### config.mk
export PLATFORM = sky130hd
export DESIGN_NAME = i2s_pcm_rx
export DESIGN_NICKNAME = d
export VERILOG_FILES = /design/src/rtl/i2s_pkg.sv /design/src/rtl/i2s_pcm_rx_if.sv /design/src/rtl/i2s_clk_gen.sv /design/src/rtl/i2s_pcm_rx.sv
export SDC_FILE = /design/constraint.sdc
export NUM_CORES = 1
export LEC_CHECK = 0
export ABC_CLOCK_PERIOD_IN_PS = 4000
export BUFFER_PORTS_ARGS = -buffer_cell sky130_fd_sc_hd__buf_2
export CAP_MARGIN = 10
export CORE_MARGIN = 3
export CORE_UTILIZATION = 55
export CTS_CLUSTER_SIZE = 40
export DETAILED_ROUTE_END_ITERATION = 10
export MAX_ROUTING_LAYER = met4
export PLACE_DENSITY = 0.84
export SETUP_SLACK_MARGIN = 0.5
export SLEW_MARGIN = 20
export SYNTH_ARGS = -nofsm -noshare
export SYNTH_HDL_FRONTEND = slang
export SYNTH_SLANG_ARGS = --single-unit
### constraint.sdc
create_clock -name clk -period 4 [get_ports clk]
set_clock_uncertainty 0.2 [all_clocks]
set_input_delay 0.6 -clock clk [delete_from_list [all_inputs] [get_ports clk]]
set_output_delay 0.6 -clock clk [all_outputs]
set_load 0.01 [all_outputs]
### src/rtl/i2s_pkg.sv
// Shared definitions for the I2S microphone receiver: controller states,
// default geometry constants and a small width helper.
package i2s_pkg;

    localparam int unsigned DEF_SAMPLE_WIDTH = 16;
    localparam int unsigned DEF_SLOT_WIDTH   = 32;
    localparam int unsigned DEF_CLK_DIV      = 4;

    typedef enum logic [1:0] {
        IDLE = 2'd0,
        SYNC = 2'd1,
        RUN  = 2'd2
    } state_e;

    // Counter width able to hold 0..n-1, never narrower than one bit.
    function automatic int unsigned cnt_width(int unsigned n);
        return (n < 2) ? 1 : $clog2(n);
    endfunction

endpackage

### src/rtl/i2s_pcm_rx_if.sv
// I2S serial pin bundle between the receiver (master, drives SCK/WS) and the
// microphone (slave, drives SD).
interface i2s_pcm_rx_if;

    logic sck;
    logic ws;
    logic sd;

    modport master (
        output sck,
        output ws,
        input  sd
    );

    modport slave (
        input  sck,
        input  ws,
        output sd
    );

endinterface

### src/rtl/i2s_clk_gen.sv
// SCK generator: divides clk by 2*CLK_DIV and flags the clk cycle in which
// SCK is about to rise or fall. clear holds the divider and SCK at zero.
module i2s_clk_gen
    import i2s_pkg::*;
#(
    parameter int unsigned CLK_DIV = DEF_CLK_DIV
) (
    input  logic clk,
    input  logic rst_n,
    input  logic clear,
    output logic sck,
    output logic rise,
    output logic fall
);

    localparam int unsigned CW = cnt_width(CLK_DIV);
    localparam logic [CW-1:0] CNT_MAX = CW'(CLK_DIV - 1);

    logic [CW-1:0] cnt_q, cnt_d;
    logic          sck_q, sck_d;
    logic          wrap;

    // Next divider count and SCK level; clear forces the parked state.
    always_comb begin
        wrap  = (cnt_q == CNT_MAX);
        cnt_d = wrap ? '0 : cnt_q + 1'b1;
        sck_d = wrap ? ~sck_q : sck_q;
        if (clear) begin
            cnt_d = '0;
            sck_d = 1'b0;
        end
    end

    // Divider and SCK registers, synchronous active-low reset.
    always_ff @(posedge clk) begin
        if (!rst_n) begin
            cnt_q <= '0;
            sck_q <= 1'b0;
        end else begin
            cnt_q <= cnt_d;
            sck_q <= sck_d;
        end
    end

    // Events are not gated by clear so a strobe due in the same cycle as a
    // disable still fires; a parked divider never reaches CNT_MAX anyway.
    assign sck  = sck_q;
    assign rise = wrap & ~sck_q;
    assign fall = wrap & sck_q;

endmodule

### src/rtl/i2s_pcm_rx.sv
// I2S microphone receiver: generates SCK/WS, deserialises the left slot
// MSB-first with the standard one-bit delay and strobes each sample out.
// Optional feature macro: I2S_SAMPLE_COUNT_EN adds sample_count_o.
module i2s_pcm_rx
    import i2s_pkg::*;
#(
    parameter int unsigned SAMPLE_WIDTH = DEF_SAMPLE_WIDTH,
    parameter int unsigned SLOT_WIDTH   = DEF_SLOT_WIDTH,
    parameter int unsigned CLK_DIV      = DEF_CLK_DIV
) (
    input  logic                    clk,
    input  logic                    rst_n,
    input  logic                    enable_i,
    output logic                    i2s_sck_o,
    output logic                    i2s_ws_o,
    input  logic                    i2s_sd_i,
    output logic [SAMPLE_WIDTH-1:0] pcm_o,
    output logic                    pcm_ready_o
`ifdef I2S_SAMPLE_COUNT_EN
    ,
    output logic [31:0]             sample_count_o
`endif
);

    localparam int unsigned FRAME = 2 * SLOT_WIDTH;
    localparam int unsigned BW    = cnt_width(FRAME);
    localparam logic [BW-1:0] B_LAST = BW'(FRAME - 1);
    localparam logic [BW-1:0] B_SLOT = BW'(SLOT_WIDTH);
    localparam logic [BW-1:0] B_MSB  = BW'(1);
    localparam logic [BW-1:0] B_LSB  = BW'(SAMPLE_WIDTH);

    state_e                  state_q, state_d;
    logic [BW-1:0]           b_q, b_d;
    logic                    ws_q, ws_d;
    logic [SAMPLE_WIDTH-1:0] shreg_q, shreg_d;
    logic [SAMPLE_WIDTH-1:0] pcm_q, pcm_d;
    logic                    ready_q, ready_d;
    logic [SAMPLE_WIDTH:0]   shift_in;
    logic                    gen_clear, gen_sck, gen_rise, gen_fall;
    logic                    strobe_due;

    // Serial pins grouped in one bundle; the module ports mirror it.
    i2s_pcm_rx_if pins ();

    assign pins.sck  = gen_sck;
    assign pins.ws   = ws_q;
    assign pins.sd   = i2s_sd_i;
    assign i2s_sck_o = pins.sck;
    assign i2s_ws_o  = pins.ws;

    // Divider is parked whenever the interface is not (or no longer) running.
    assign gen_clear = !enable_i || (state_q == IDLE);

    i2s_clk_gen #(
        .CLK_DIV (CLK_DIV)
    ) u_clk_gen (
        .clk   (clk),
        .rst_n (rst_n),
        .clear (gen_clear),
        .sck   (gen_sck),
        .rise  (gen_rise),
        .fall  (gen_fall)
    );

    // Controller next state: one full SYNC frame before strobes are allowed.
    always_comb begin
        state_d = state_q;
        case (state_q)
            IDLE:    if (enable_i) state_d = SYNC;
            SYNC:    if (gen_fall && (b_q == B_LAST)) state_d = RUN;
            RUN:     state_d = RUN;
            default: state_d = IDLE;
        endcase
        if (!enable_i) state_d = IDLE;
    end

    // Frame position, word select, deserialiser and output strobe.
    always_comb begin
        b_d      = b_q;
        ws_d     = ws_q;
        shreg_d  = shreg_q;
        pcm_d    = pcm_q;
        ready_d  = 1'b0;
        shift_in = {shreg_q, pins.sd};

        // Bits 1..SAMPLE_WIDTH of the left slot carry the sample; b = 0 is
        // the one-bit delay after the WS transition.
        if (gen_rise && (b_q >= B_MSB) && (b_q <= B_LSB)) begin
            shreg_d = shift_in[SAMPLE_WIDTH-1:0];
        end

        if (gen_fall) begin
            b_d  = (b_q == B_LAST) ? '0 : b_q + 1'b1;
            ws_d = (b_d >= B_SLOT);
        end

        // Strobe uses the LSB being sampled right now, so it is not held off
        // by a simultaneous disable.
        strobe_due = (state_q == RUN) && gen_rise && (b_q == B_LSB);
        if (strobe_due) begin
            pcm_d   = shift_in[SAMPLE_WIDTH-1:0];
            ready_d = 1'b1;
        end

        if (gen_clear) begin
            b_d     = '0;
            ws_d    = 1'b0;
            shreg_d = '0;
        end
    end

    // State and datapath registers, synchronous active-low reset.
    always_ff @(posedge clk) begin
        if (!rst_n) begin
            state_q <= IDLE;
            b_q     <= '0;
            ws_q    <= 1'b0;
            shreg_q <= '0;
            pcm_q   <= '0;
            ready_q <= 1'b0;
        end else begin
            state_q <= state_d;
            b_q     <= b_d;
            ws_q    <= ws_d;
            shreg_q <= shreg_d;
            pcm_q   <= pcm_d;
            ready_q <= ready_d;
        end
    end

    assign pcm_o       = pcm_q;
    assign pcm_ready_o = ready_q;

`ifdef I2S_SAMPLE_COUNT_EN
    logic [31:0] count_q;

    // Free-running count of emitted samples; holds while idle.
    always_ff @(posedge clk) begin
        if (!rst_n) begin
            count_q <= '0;
        end else if (strobe_due) begin
            count_q <= count_q + 32'd1;
        end
    end

    assign sample_count_o = count_q;
`endif

endmodule

# Yosys cells after proc, flatten, opt, wreduce, memory -nomap -nowiden
# Cells that the tools add are included.
[word_totals]
ff_bits = 44
word_cells = 38
in_bits = 4
[classes]
n_bitwise = 4
muxes = 4
n_lt_le_gt_ge = 3
n_addsub = 2
reduce_logical = 11
eq_ne = 6
[ops]
columns = ["cell", "count"]
rows = [
  ["adder 6 x 1 -> 6 bit, second input constant", 1],
  ["== test 6 x 5 -> 1 bit, second input constant", 1],
  ["== test 6 bit, second input constant", 1],
  [">= comparator 6 x 1 -> 1 bit, second input constant", 1],
  [">= comparator 6 bit, second input constant", 1],
  ["<= comparator 6 x 5 -> 1 bit, second input constant", 1],
  ["two-way mux 6 bit", 1],
  ["one-hot mux 2 bit (3 select lines)", 1],
  ["logical AND 1 bit", 5],
  ["== test 2 bit, second input constant", 2],
  ["OR reduction 3 bit", 1],
  ["adder 2 x 1 -> 2 bit, second input constant", 1],
  ["bitwise AND 1 bit", 2],
  ["== test 2 x 1 -> 1 bit, second input constant", 1],
  ["zero test 2 bit", 1],
  ["two-way mux 2 bit", 1],
  ["!= test 2 bit, second input constant", 1],
  ["inverter 1 bit", 2],
  ["AND reduction 2 bit", 1],
  ["OR reduction 2 bit", 1],
  ["zero test 1 bit", 1],
  ["logical OR 1 bit", 1],
  ["two-way mux 1 bit", 1],
]

# Depth between registers and ports, before layout
# Gate-level depths: netlist (run 1).
[logic_depth]
ltp_word = 5
ltp_mapped = 8
mapped_depth_nobuf = 6

# Cells and area by module
# From an unflattened synthesis (run 1), not the netlist that was laid out.
[unflattened]
cells_unflattened = 197
hier_area_um2 = 1916.8
[by_module_without_submodules]
columns = ["mod", "cells_each", "area_per_inst_um2", "n_inst"]
rows = [
  ["i2s_pcm_rx", 186, 1791.7, 1],
  ["i2s_clk_gen", 11, 125.1, 1],
]

# Least setup slack after synthesis (run 1)
# Ideal clock, no wire load.
[synth_timing]
path_type = "register to register"
start = "reg u_clk_gen.cnt_q[0]"
end = "reg pcm_q[10], in the netlist pcm_o[10]"
arrival_time_ns = 1.675
stages_incl_launch_ff = 9
synth_period_minus_slack_ns = 1.991
required_ns = 3.684
slack_ns = 2.009
cell_sequence = "dfxtp_1 ha_1 buf_4 or3b_4 nor3_2 buf_6 buf_12 mux2i_1 nor2b_1"
[synth_via]
elab_chain_cells = 4
[synth_rtl]
columns = ["item", "line_no", "source"]
rows = [
  ["start: declaration", "i2s_clk_gen.sv:19", "logic [CW-1:0] cnt_q, cnt_d;"],
  ["start signal: assignment", "i2s_clk_gen.sv:40", "cnt_q <= cnt_d;"],
  ["== test 2 bit", "i2s_clk_gen.sv:25", "wrap = (cnt_q == CNT_MAX);"],
  ["bitwise AND 1 bit", "i2s_clk_gen.sv:48", "assign rise = wrap & ~sck_q;"],
  ["logical AND 1 bit (2 in series)", "i2s_pcm_rx.sv:99", "strobe_due = (state_q == RUN) && gen_rise && (b_q == B_LSB);"],
  ["end signal: assignment", "i2s_pcm_rx.sv:126", "pcm_q <= pcm_d;"],
  ["end: declaration", "i2s_pcm_rx.sv:36", "logic [SAMPLE_WIDTH-1:0] pcm_q, pcm_d;"],
]
# Every way passes these cells.
# A chain may end at the register's enable or synchronous reset.

# Worst setup path after layout (run 1)
[layout_timing]
start = "reg state_q[0]"
end = "reg b_q[3]"
[layout_via]
elab_chain_cells = 3
[layout_rtl]
columns = ["item", "line_no", "source"]
rows = [
  ["start: declaration", "i2s_pcm_rx.sv:32", "state_e state_q, state_d;"],
  ["start signal: assignment", "i2s_pcm_rx.sv:122", "state_q <= state_d;"],
  ["zero test 2 bit", "i2s_pcm_rx.sv:52", "assign gen_clear = !enable_i || (state_q == IDLE);"],
  ["logical OR 1 bit", "i2s_pcm_rx.sv:52", ""],
  ["OR reduction 2 bit (no line)", "n/a", ""],
  ["end signal: assignment", "i2s_pcm_rx.sv:116", "b_q <= '0;"],
  ["end signal: assignment", "i2s_pcm_rx.sv:123", "b_q <= b_d;"],
  ["end: declaration", "i2s_pcm_rx.sv:33", "logic [BW-1:0] b_q, b_d;"],
]
# Every way passes these cells.

==> flow_metrics.env, run 1 <==
export IMPL_ir_drop_mv=0.189
export IMPL_htreeDepth=2
export IMPL_rr_endpoint="b_q[3]$_SDFFE_PP0N_"
export IMPL_io_buffers=22
export IMPL_worstHoldEndpoint="u_clk_gen.cnt_q[0]$_SDFF_PP0_"
export IMPL_gp_congestion=0.814
export IMPL_overflow=0
export IMPL_syn_num_nets=182
export IMPL_netlist_area_um2=1790
export IMPL_n_antenna_cell=0
export IMPL_max_stage_delay_ns=0.80
export IMPL_synth_seq_cells=43
export IMPL_period_share_pct=58.2
export IMPL_reg2reg_slack_ns=1.67
export IMPL_crit_top_cell="nor2_1"
export IMPL_dieArea_um2=3980
export IMPL_die_y_um=63.1
export IMPL_clockBufferDepth=2
export IMPL_crit_buf_inv=1
export IMPL_final_cell_mix="dfxtp_1 (43), mux2i_1 (33), buf_2 (22)"
export IMPL_synth_seq_area_share_pct=48.1
export IMPL_post_drt_wl_per_cell_um=12.9
export IMPL_cts_resized=0
export IMPL_synthToLayoutAreaGrowth_pct=11.0
export IMPL_viasPerCell=5.08
export IMPL_grt_pass1_wl_um=5280
export IMPL_clock_root_buffer="clkbuf_4"
export IMPL_worstPathMaxFanout=18
export IMPL_detail_route_iter0_violations=20
export IMPL_synth_avg_cell_area_um2=10.6
export IMPL_regToRegStartpoint="state_q[0]$_SDFFE_PN0P_"
export IMPL_place_ws_ns=1.44
export IMPL_cp_start_kind="flip-flop"
export IMPL_drt_total_wl_um=3050
export IMPL_leakagePower_nw=0.747
export IMPL_hp_start="u_clk_gen.cnt_q[0]$_SDFF_PP0_"
export IMPL_grt_max_degree=19
export IMPL_final_common_cell="dfxtp_1"
export IMPL_worst_slack_ns=1.67
export IMPL_drcViolationCount=0
export IMPL_drv_cap=0
export IMPL_slew_headroom_pct=30.3
export IMPL_die_w_um=63.1
export IMPL_ios=23
export IMPL_rsz0062_at_grt="false"
export IMPL_required_ns=4.08
export IMPL_num_rows=20
export IMPL_criticalPathCategory="flip-flop to flip-flop"
export IMPL_cts_clk_slew_worst_paths_ns=0.11
export IMPL_hp_class="flip-flop to flip-flop"
export IMPL_numCtsBuffers=5
export IMPL_layout_drive_gt1_share_pct=18.7
export IMPL_vias=1203
export IMPL_reg2reg_depth=5
export IMPL_grt_total_usage_pct=17.2
export IMPL_yosysTopAreaCell="dfxtp_1"
export IMPL_critPathArrivalTime_ns=2.41
export IMPL_tritoncts="done"
export IMPL_holdWs_ns=0.243
export IMPL_grt_pass1_vias=1220
export IMPL_first_pass_iters=3
export IMPL_clock_sinks=43
export IMPL_hold_buffers=0
export IMPL_p_per_area_nw_per_um2=367
export IMPL_synth_top_area_share_pct=48.1
export IMPL_hold_viol_final=0
export IMPL_yosysUniqueCellTypes=31
export IMPL_outcome="completed"
export IMPL_cp_end_kind="flip-flop"
export IMPL_cpLargestDelayFamily="simple AND/OR/NAND/NOR gates"
export IMPL_drv_slew=0
export IMPL_tns_ns=0
export IMPL_synth_area_leaders="dfxtp_1 (48%), mux2i_1 (18%), ha_1 (6.3%)"
export IMPL_cts_setup_buffers=0
export IMPL_hold_depth=1
export IMPL_ant_nets=0
export IMPL_fin_crit_ns=2.33
export IMPL_antenna_found_initial=0
export IMPL_initial_core_util_pct=58.2
export IMPL_worst_pin_slew_ns=1.04
export IMPL_yosysWarnings=0
export IMPL_nNetsFinal=205
export IMPL_synthCells=169
export IMPL_cp_cell_sequence="inv_1, ha_1, nor2_1, o21ai_0, nor2_1"
export IMPL_cp_slowest_cell="nor2_1"
export IMPL_post_dp_hpwl_um=2330
export IMPL_setup_viol=0
export IMPL_clock_fmax_ghz=0.429
export IMPL_clock_latency_ns=0.35
export IMPL_core_area_um2=3080
## sequential cells by signal (all words and copies together), names as in the netlist
signal	flops
pcm_o	16
shreg_q	15
b_q	6
state_q	2
u_clk_gen.cnt_q	2
pcm_ready_o	1
u_clk_gen.sck	1
## routing by layer
layer	track usage, %	routed length [um]	vias up	share of wire [%]
li1	-	-	611	-
met1	17.2	1290	569	42
met2	31.1	1590	17	52
met3	6.42	126	6	4.1
met4	4.96	40	0	1.3
met5	-	0	-	0
## cell type report
cell class / count / area [um2]
Clock buffer: 6 / 51.3
Clock inverter: 2 / 35.0
Fill cell: 257 / 1090
Inverter: 4 / 15.0
Multi-Input combinational cell: 115 / 852
Sequential cell: 43 / 861
Tap cell: 44 / 55.1
Timing Repair Buffer: 23 / 118
## cell families (layout without fill, tap and decap cells)
family                     Yosys count  in the layout  share of synthesized area (%)
DFF                                 43             43                           48.1
AOI/OAI and AO/OA                    5              5                           1.96
and+or+nand+nor                     63             63                           18.5
xor gates and xnor gates             5              5                           2.45
muxes                               33             33                           18.4
buffers and inverters               11             35                           4.33
adders and majority gates            9              9                           6.29
## how the worst max path moves through the flow
stage | start | endpoint | slack, ns | cells after the start
floorplan | u_clk_gen.cnt_q[0]$_SDFF_PP0_ | pcm_o[10]$_SDFFE_PN0P_ | 2.01 | 8
global placement | rst_n | b_q[3]$_SDFFE_PP0N_ | 1.62 | 5
detailed placement | rst_n | b_q[0]$_SDFFE_PP0N_ | 1.44 | 5
CTS | state_q[0]$_SDFFE_PN0P_ | b_q[3]$_SDFFE_PP0N_ | 1.67 | 5
global route | state_q[0]$_SDFFE_PN0P_ | b_q[3]$_SDFFE_PP0N_ | 1.55 | 5
finish | state_q[0]$_SDFFE_PN0P_ | b_q[3]$_SDFFE_PP0N_ | 1.67 | 5
## per-stage QoR
step                std cells  util [%]  cell area [um2]  total power, mW
floorplan                 169         -             1790            0.452
global placement          229      61.7             1900            0.456
detailed placement        229      61.7             1900            0.458
CTS                       237      64.6             1990            0.736
global route              237      64.6             1990            0.761
finish                    237      64.6             1990            0.729
## cell usage after synthesis, drive strengths merged
master,count
xnor2,3
or2,1
o221a,1
ha,9
buf,5
inv,4
and4,1
xor2,2
nand4,1
mux2i,33
nor4,1
clkbuf,2
and2,1
nor2,11
nor3b,1
and3,1
nor2b,16
nor3,2
or3b,2
a21oi,1
dfxtp,43
nand3,4
nand2,21
o21ai,2
a22o,1
## report_power, final
part / internal [mW] / total (mW) / switching (mW) / leakage [nW]
clock network: 0.148 / 0.280 / 0.132 / 0.0482
registers: 0.430 / 0.431 / 0.00123 / 0.346
logic: 0.00736 / 0.0176 / 0.0102 / 0.352
No activity file was read; power rests on OpenSTA's default activity.
==> run 2: changes to the inputs <==
--- a/config.mk
+++ b/config.mk
@@ -5,15 +5,16 @@
 export SDC_FILE = /design/constraint.sdc
 export NUM_CORES = 1
 export LEC_CHECK = 0
-export ABC_CLOCK_PERIOD_IN_PS = 4000
+export ABC_AREA = 1
+export ABC_CLOCK_PERIOD_IN_PS = 2000
 export BUFFER_PORTS_ARGS = -buffer_cell sky130_fd_sc_hd__buf_2
 export CAP_MARGIN = 10
 export CORE_MARGIN = 3
-export CORE_UTILIZATION = 55
+export CORE_UTILIZATION = 51
 export CTS_CLUSTER_SIZE = 40
 export DETAILED_ROUTE_END_ITERATION = 10
 export MAX_ROUTING_LAYER = met4
-export PLACE_DENSITY = 0.84
+export PLACE_DENSITY = 0.82
 export SETUP_SLACK_MARGIN = 0.5
 export SLEW_MARGIN = 20
 export SYNTH_ARGS = -nofsm -noshare
==> constraint.sdc (replaced) <==
create_clock -name clk -period 2 [get_ports clk]
set_clock_uncertainty 0.2 [all_clocks]
set_input_delay 0.3 -clock clk [delete_from_list [all_inputs] [get_ports clk]]
set_output_delay 0.3 -clock clk [all_outputs]
set_load 0.01 [all_outputs]
==> run 2 against run 1 <==
Effect of this change:
- sequential cell count unchanged
- total power increased by 100%
- combinational power increased to 4.0 times the previous value
- non-clock buffer count increased by 23
- first-iteration DRC count increased to 8.6 times the previous value
- sequential share of layout area decreased by 12 points
- worst hold slack got worse by 0.16 ns
- global-route usage increased by 6.1 points
- largest cell class is now multi-input gates
==> flow_metrics.env, run 2 <==
export IMPL_synth_compound_area_share_pct=5.54
export IMPL_htreeDepth=2
export IMPL_syn_num_nets=281
export IMPL_drcViolationCount=0
export IMPL_synth_area_leaders="dfxtp_1 (44%), nor2_1 (12%), inv_1 (8.9%)"
export IMPL_grt_max_degree=19
export IMPL_synth_most_common_cell="nor2_1"
export IMPL_io_buffers=22
export IMPL_yosysTopAreaCell="dfxtp_1"
export IMPL_clock_sinks=43
export IMPL_tns_ns=0
export IMPL_dieArea_um2=4580
export IMPL_ant_nets=0
export IMPL_drt_total_wl_um=5530
export IMPL_cp_start_kind="flip-flop"
export IMPL_synthToLayoutAreaGrowth_pct=44.9
export IMPL_worst_pin_slew_ns=0.426
export IMPL_antenna_found_initial=0
export IMPL_fin_crit_ns=1.63
export IMPL_clock_fmax_ghz=0.613
export IMPL_leakagePower_nw=1.19
export IMPL_viasPerCell=5.24
export IMPL_ir_drop_mv=0.593
export IMPL_synth_seq_area_share_pct=44.3
export IMPL_synthFlopType="dfxtp_1"
export IMPL_cp_cell_sequence="inv_4, ha_4, inv_2, nor2_4, nand3b_4, buf_4, nand4_1, nand2_1, nor2_1"
export IMPL_grt_pass1_wl_um=7630
export IMPL_setup_viol=0
export IMPL_tritoncts="done"
export IMPL_die_y_um=67.7
export IMPL_grt_pass1_vias=1703
export IMPL_period_share_pct=81.6
export IMPL_hp_class="input port to flip-flop"
export IMPL_overflow=0
export IMPL_gp_congestion=0.817
export IMPL_drv_cap=0
export IMPL_synthMuxAreaShare_pct=0
export IMPL_hold_viol_final=0
export IMPL_synth_top_area_share_pct=44.3
export IMPL_initial_core_util_pct=55.6
export IMPL_detail_route_iter0_violations=171
export IMPL_vias=1917
export IMPL_ios=23
export IMPL_hold_buffers=0
export IMPL_largest_reg_flops=16
export IMPL_die_w_um=67.7
export IMPL_crit_buf_inv=3
export IMPL_cp_end_kind="flip-flop"
export IMPL_grt_total_usage_pct=23.4
export IMPL_netlist_area_um2=1940
export IMPL_critPathArrivalTime_ns=1.67
export IMPL_clock_latency_ns=0.30
export IMPL_worstPathMaxFanout=6
export IMPL_final_common_cell="nor2_1"
export IMPL_required_ns=2.04
export IMPL_first_pass_iters=6
export IMPL_core_area_um2=3490
export IMPL_cp_slowest_cell="dfxtp_4"
export IMPL_cts_clk_slew_worst_paths_ns=0.08
export IMPL_numCtsBuffers=5
export IMPL_post_dp_hpwl_um=2520
export IMPL_criticalPathCategory="flip-flop to flip-flop"
export IMPL_cpLargestDelayFamily="simple AND/OR/NAND/NOR gates"
export IMPL_final_cell_mix="nor2_1 (43), inv_1 (39), nand2_1 (38)"
export IMPL_yosys_area_share_simple_pct=31.8
export IMPL_synthCells=268
export IMPL_nNetsFinal=332
export IMPL_n_antenna_cell=0
export IMPL_p_per_area_nw_per_um2=525
export IMPL_outcome="completed"
export IMPL_layout_drive_gt1_share_pct=39.4
export IMPL_rsz0062_at_grt="true"
export IMPL_synth_edf_count=0
export IMPL_total_power_mw=1.48
export IMPL_synthXorXnorAreaFrac_pct=0.451
export IMPL_post_drt_wl_per_cell_um=15.1
export IMPL_slew_headroom_pct=71.6
export IMPL_synth_top_family_by_area="simple AND/OR/NAND/NOR gates"
export IMPL_yosysUniqueCellTypes=23
export IMPL_ys_top_cells_by_count="nor2_1 (61), inv_1 (46), nand2_1 (44), dfxtp_1 (43), o21ai_0 (17)"
export IMPL_drv_slew=0
export IMPL_synth_adder_area_share_pct=5.80
export IMPL_num_rows=21
export IMPL_synth_avg_cell_area_um2=7.25
export IMPL_synthArstFlopShare_pct=0
export IMPL_clock_root_buffer="clkbuf_8"
export IMPL_synth_seq_cells=43
export IMPL_clockBufferDepth=2
export IMPL_max_stage_delay_ns=0.38
export IMPL_yosysWarnings=0
-- run 2: changes by cell type after synthesis, moves of 3 or more --
cell	previous run	this run
mux2i_1	33	0
nor2b_1	16	0
nand2_2	0	3
inv_1	4	46
nand4_1	1	15
nor3_1	1	6
o21ai_0	2	17
nor2_1	10	61
nand2_1	21	44
buf_2	1	4
-- run 2: area by class of cell --
cell class / count / area [um2]
fill: 219 / 681
clock inverter: 2 / 12.5
timing repair inverter: 1 / 16.3
tap: 46 / 57.6
timing repair buffer: 46 / 360
clock buffer: 6 / 72.6
inverter: 48 / 200
multi-input combinational: 174 / 1220
sequential: 43 / 876
-- run 2: path summary, 6_finish.rpt --
check                                start                             to  slack (ns)  cells after the start
min                               i2s_sd_i          pcm_o[0]$_SDFFE_PN0P_        0.08                      3
min reg2reg  u_clk_gen.cnt_q[0]$_SDFF_PP0_  u_clk_gen.cnt_q[0]$_SDFF_PP0_        0.24                      1
max reg2reg            b_q[0]$_SDFFE_PP0N_        shreg_q[4]$_SDFFE_PP0P_        0.37                      9
max                    b_q[0]$_SDFFE_PP0N_        shreg_q[4]$_SDFFE_PP0P_        0.37                      9
-- run 2: stage by stage --
| stage | worst slack, ns | instance area, um2 | instances | hold WS [ns] | util (%) |
|---|---|---|---|---|---|
| floorplan | 0.502 | 1960 | 268 | 0.209 | - |
| global placement | 0.286 | 2080 | 330 | 0.215 | 59.6 |
| detailed placement | 0.196 | 2080 | 330 | 0.228 | 59.6 |
| CTS | 0.481 | 2510 | 359 | 0.0525 | 72.0 |
| global route | 0.301 | 2810 | 366 | 0.0816 | 80.5 |
| finish | 0.368 | 2810 | 366 | 0.0796 | 80.5 |
-- run 2: logic make-up after synthesis --
logic type | Yosys count
simple gates | 138
buf+inv | 56
flops | 43
compound gates | 21
fa+ha+maj | 9
xor+xnor | 1
-- run 2: routing by layer --
metal	vias up	part of all wire, %	GRT usage (%)
met2	75	54	42.0
li1	936	-	-
met1	888	37	24.0
met3	18	6.2	6.49
met5	-	0	-
met4	0	3.4	8.61
-- run 2: timing repair --
item | 4_1_cts | 5_1_grt
setup buffers | 16 | 6
gates resized for setup | 51 | 66
pin swaps | 24 | 14
endpoints found under the setup margin | 41 | 42
gates cloned | 5 | 1
-- run 2: tightest hold or removal path: cells and delay by family --
| family | cells | cell delay, ns |
|---|---|---|
| buffers and inverters | 1 | 0.10 |
| and+or+nand+nor | 1 | 0.07 |
| AOI/OAI and AO/OA | 1 | 0.08 |
-- run 2: power breakdown --
| part | internal (mW) | leakage, nW | switching (mW) |
|---|---|---|---|
| registers | 0.857 | 0.351 | 0.00356 |
| logic | 0.0263 | 0.803 | 0.0442 |
| clock network | 0.244 | 0.0412 | 0.303 |
| total | 1.13 | 1.19 | 0.351 |
==> run 3: changes to the inputs <==
--- a/config.mk
+++ b/config.mk
@@ -6,7 +6,7 @@
 export NUM_CORES = 1
 export LEC_CHECK = 0
 export ABC_AREA = 1
-export ABC_CLOCK_PERIOD_IN_PS = 2000
+export ABC_CLOCK_PERIOD_IN_PS = 1500
 export BUFFER_PORTS_ARGS = -buffer_cell sky130_fd_sc_hd__buf_2
 export CAP_MARGIN = 10
 export CORE_MARGIN = 3
==> constraint.sdc (replaced) <==
create_clock -name clk -period 1.5 [get_ports clk]
set_clock_uncertainty 0.2 [all_clocks]
set_input_delay 0.225 -clock clk [delete_from_list [all_inputs] [get_ports clk]]
set_output_delay 0.225 -clock clk [all_outputs]
set_load 0.01 [all_outputs]
==> run 3 against run 2 <==
Effect of this change:
- worst hold slack worse by 0.078 ns
- total power grew 36%
- cell count is 0.55% higher
- die area is the same
- sequential share of layout area decreased by 0.73 points
- largest cell class unchanged
- utilization is 3.8 points higher
- sequential cell count unchanged
- final area rose by 4.8%
- combinational power is 83% higher
- first-iteration DRC count up 15%
- fmax increased by 1.4%
- global-route usage grew 1.3 points
- the run now ends with negative setup slack left
==> flow_metrics.env, run 3 (same netlist as run 2, synthesis figures left out) <==
export IMPL_outcome="finished with violations"
export IMPL_violations="negative setup slack"
export IMPL_setup_viol=25
export IMPL_io_buffers=22
export IMPL_p_per_area_nw_per_um2=683
export IMPL_fin_area_um2=2950
export IMPL_required_ns=1.53
export IMPL_grt_pass1_wl_um=8220
export IMPL_post_dp_hpwl_um=2880
export IMPL_synthToLayoutAreaGrowth_pct=51.8
export IMPL_cts_clk_slew_worst_paths_ns=0.08
export IMPL_tritoncts="done"
export IMPL_cp_end_kind="flip-flop"
export IMPL_wl_met3_um=321
export IMPL_worst_pin_slew_ns=0.497
export IMPL_max_stage_delay_ns=0.36
export IMPL_worstPathMaxFanout=7
export IMPL_viasPerCell=5.20
export IMPL_core_area_um2=3490
export IMPL_die_y_um=67.7
export IMPL_antenna_found_initial=0
export IMPL_layout_drive_gt1_share_pct=45.7
export IMPL_initial_core_util_pct=55.6
export IMPL_slew_headroom_pct=66.8
export IMPL_cp_start_kind="flip-flop"
export IMPL_final_common_cell="nor2_1"
export IMPL_final_cell_mix="nor2_1 (53), inv_1 (40), nand2_1 (36)"
export IMPL_period_share_pct=107
export IMPL_largest_reg_flops=16
export IMPL_worst_slack_ns=-0.109
export IMPL_drt_total_wl_um=5380
export IMPL_ir_drop_mv=0.662
export IMPL_first_pass_iters=4
export IMPL_post_drt_wl_per_cell_um=14.6
export IMPL_cp_slowest_cell="dfxtp_2"
export IMPL_vias=1915
export IMPL_ios=23
export IMPL_cp_cell_sequence="inv_4, ha_2, nor2_4, nand3b_4, buf_12, nand4_1, nand2_1, nor2_1"
export IMPL_n_antenna_cell=0
export IMPL_clock_latency_ns=0.30
export IMPL_grt_total_usage_pct=24.7
export IMPL_clockBufferDepth=2
export IMPL_clock_root_buffer="clkbuf_8"
export IMPL_criticalPathCategory="flip-flop to flip-flop"
export IMPL_nNetsFinal=334
export IMPL_cpLargestDelayFamily="simple AND/OR/NAND/NOR gates"
export IMPL_detail_route_iter0_violations=196
export IMPL_hp_class="input port to flip-flop"
export IMPL_die_w_um=67.7
export IMPL_drcViolationCount=0
export IMPL_num_rows=21
export IMPL_dieArea_um2=4580
export IMPL_reg2reg_slack_ns=-0.11
export IMPL_wl_met1_um=2050
export IMPL_dpl_instance_area_um2=2310
export IMPL_leakagePower_nw=1.24
export IMPL_top_layer_used="met4"
export IMPL_rsz0062_at_grt="true"
export IMPL_crit_buf_inv=2
export IMPL_ant_nets=0
export IMPL_met2WireLength_um=2930
export IMPL_gp_congestion=0.774
export IMPL_htreeDepth=2
export IMPL_fin_crit_ns=1.61
export IMPL_grt_pass1_vias=1856
export IMPL_drv_cap=0
export IMPL_clock_sinks=43
export IMPL_overflow=0
export IMPL_hold_viol_final=0
export IMPL_clock_fmax_ghz=0.621
export IMPL_critPathArrivalTime_ns=1.64
export IMPL_hold_buffers=0
export IMPL_grt_max_degree=19
export IMPL_holdWs_ns=0.00193
export IMPL_numCtsBuffers=5
export IMPL_drv_slew=0
-- run 3: changes by cell type in the layout (fill, tap and decap cells not counted), sizes merged --
cell / before / now
inv: 47 / 48
buf: 46 / 50
clkinv: 3 / 1
clkbuf: 6 / 9
nand3b: 2 / 1
nand2: 50 / 47
-- run 3: final timing paths --
path / startpoint / endpoint / cells after the start
hold reg to reg: u_clk_gen.cnt_q[0]$_SDFF_PP0_ / u_clk_gen.cnt_q[0]$_SDFF_PP0_ / 1
setup / recovery: b_q[1]$_SDFFE_PP0N_ / shreg_q[7]$_SDFFE_PP0P_ / 8
setup reg to reg: b_q[1]$_SDFFE_PP0N_ / shreg_q[7]$_SDFFE_PP0P_ / 8
hold / removal: i2s_sd_i / pcm_o[0]$_SDFFE_PN0P_ / 3
-- run 3: timing repair --
action | CTS | global route
setup endpoints to repair | 62 | 62
resized for setup | 86 | 12
buffers inserted | 10 | 3
cloned | 1 | 3
pin swaps | 17 | 12
endpoints found under the hold margin | 0 | 0
-- run 3: cell type report --
cell class / count / area [um2]
Inverter: 48 / 190
Multi-Input combinational cell: 170 / 1140
Clock inverter: 2 / 12.5
Sequential cell: 43 / 896
Tap cell: 46 / 57.6
Fill cell: 190 / 547
Clock buffer: 6 / 72.6
Timing Repair Buffer: 53 / 581
-- run 3: where the power goes --
part | internal [mW] | switching [mW]
Sequential | 1.14 | 0.00518
Clock | 0.326 | 0.410
Combinational | 0.0566 | 0.0723
Total | 1.52 | 0.488
-- run 3: per-layer routing --
metal  up-vias  GRT usage [%]
li1        929              -
met1       907           25.4
met3        10           4.99
met2        69           44.5
met4         0           11.4
met5         -              -
-- run 3: tightest hold or removal path, cell delays in order --
cell and delay, ns:
buf_2 0.10, o21ai_2 0.06, nor2_1 0.09
-- run 3: metrics by stage --
step           total power [mW]  setup TNS [ns]  utilization [%]  setup WS [ns]  instances
6_report                   2.01          -0.937             84.4         -0.109        368
4_1_cts                    2.00         -0.0120             80.3        -0.0106        362
3_5_place_dp               1.26          -0.273             66.2        -0.0872        343
3_3_place_gp               1.26         -0.0277             66.2        -0.0180        343
2_1_floorplan              1.24               0                -         0.0631        268
5_1_grt                    2.09           -3.54             84.4         -0.183        368
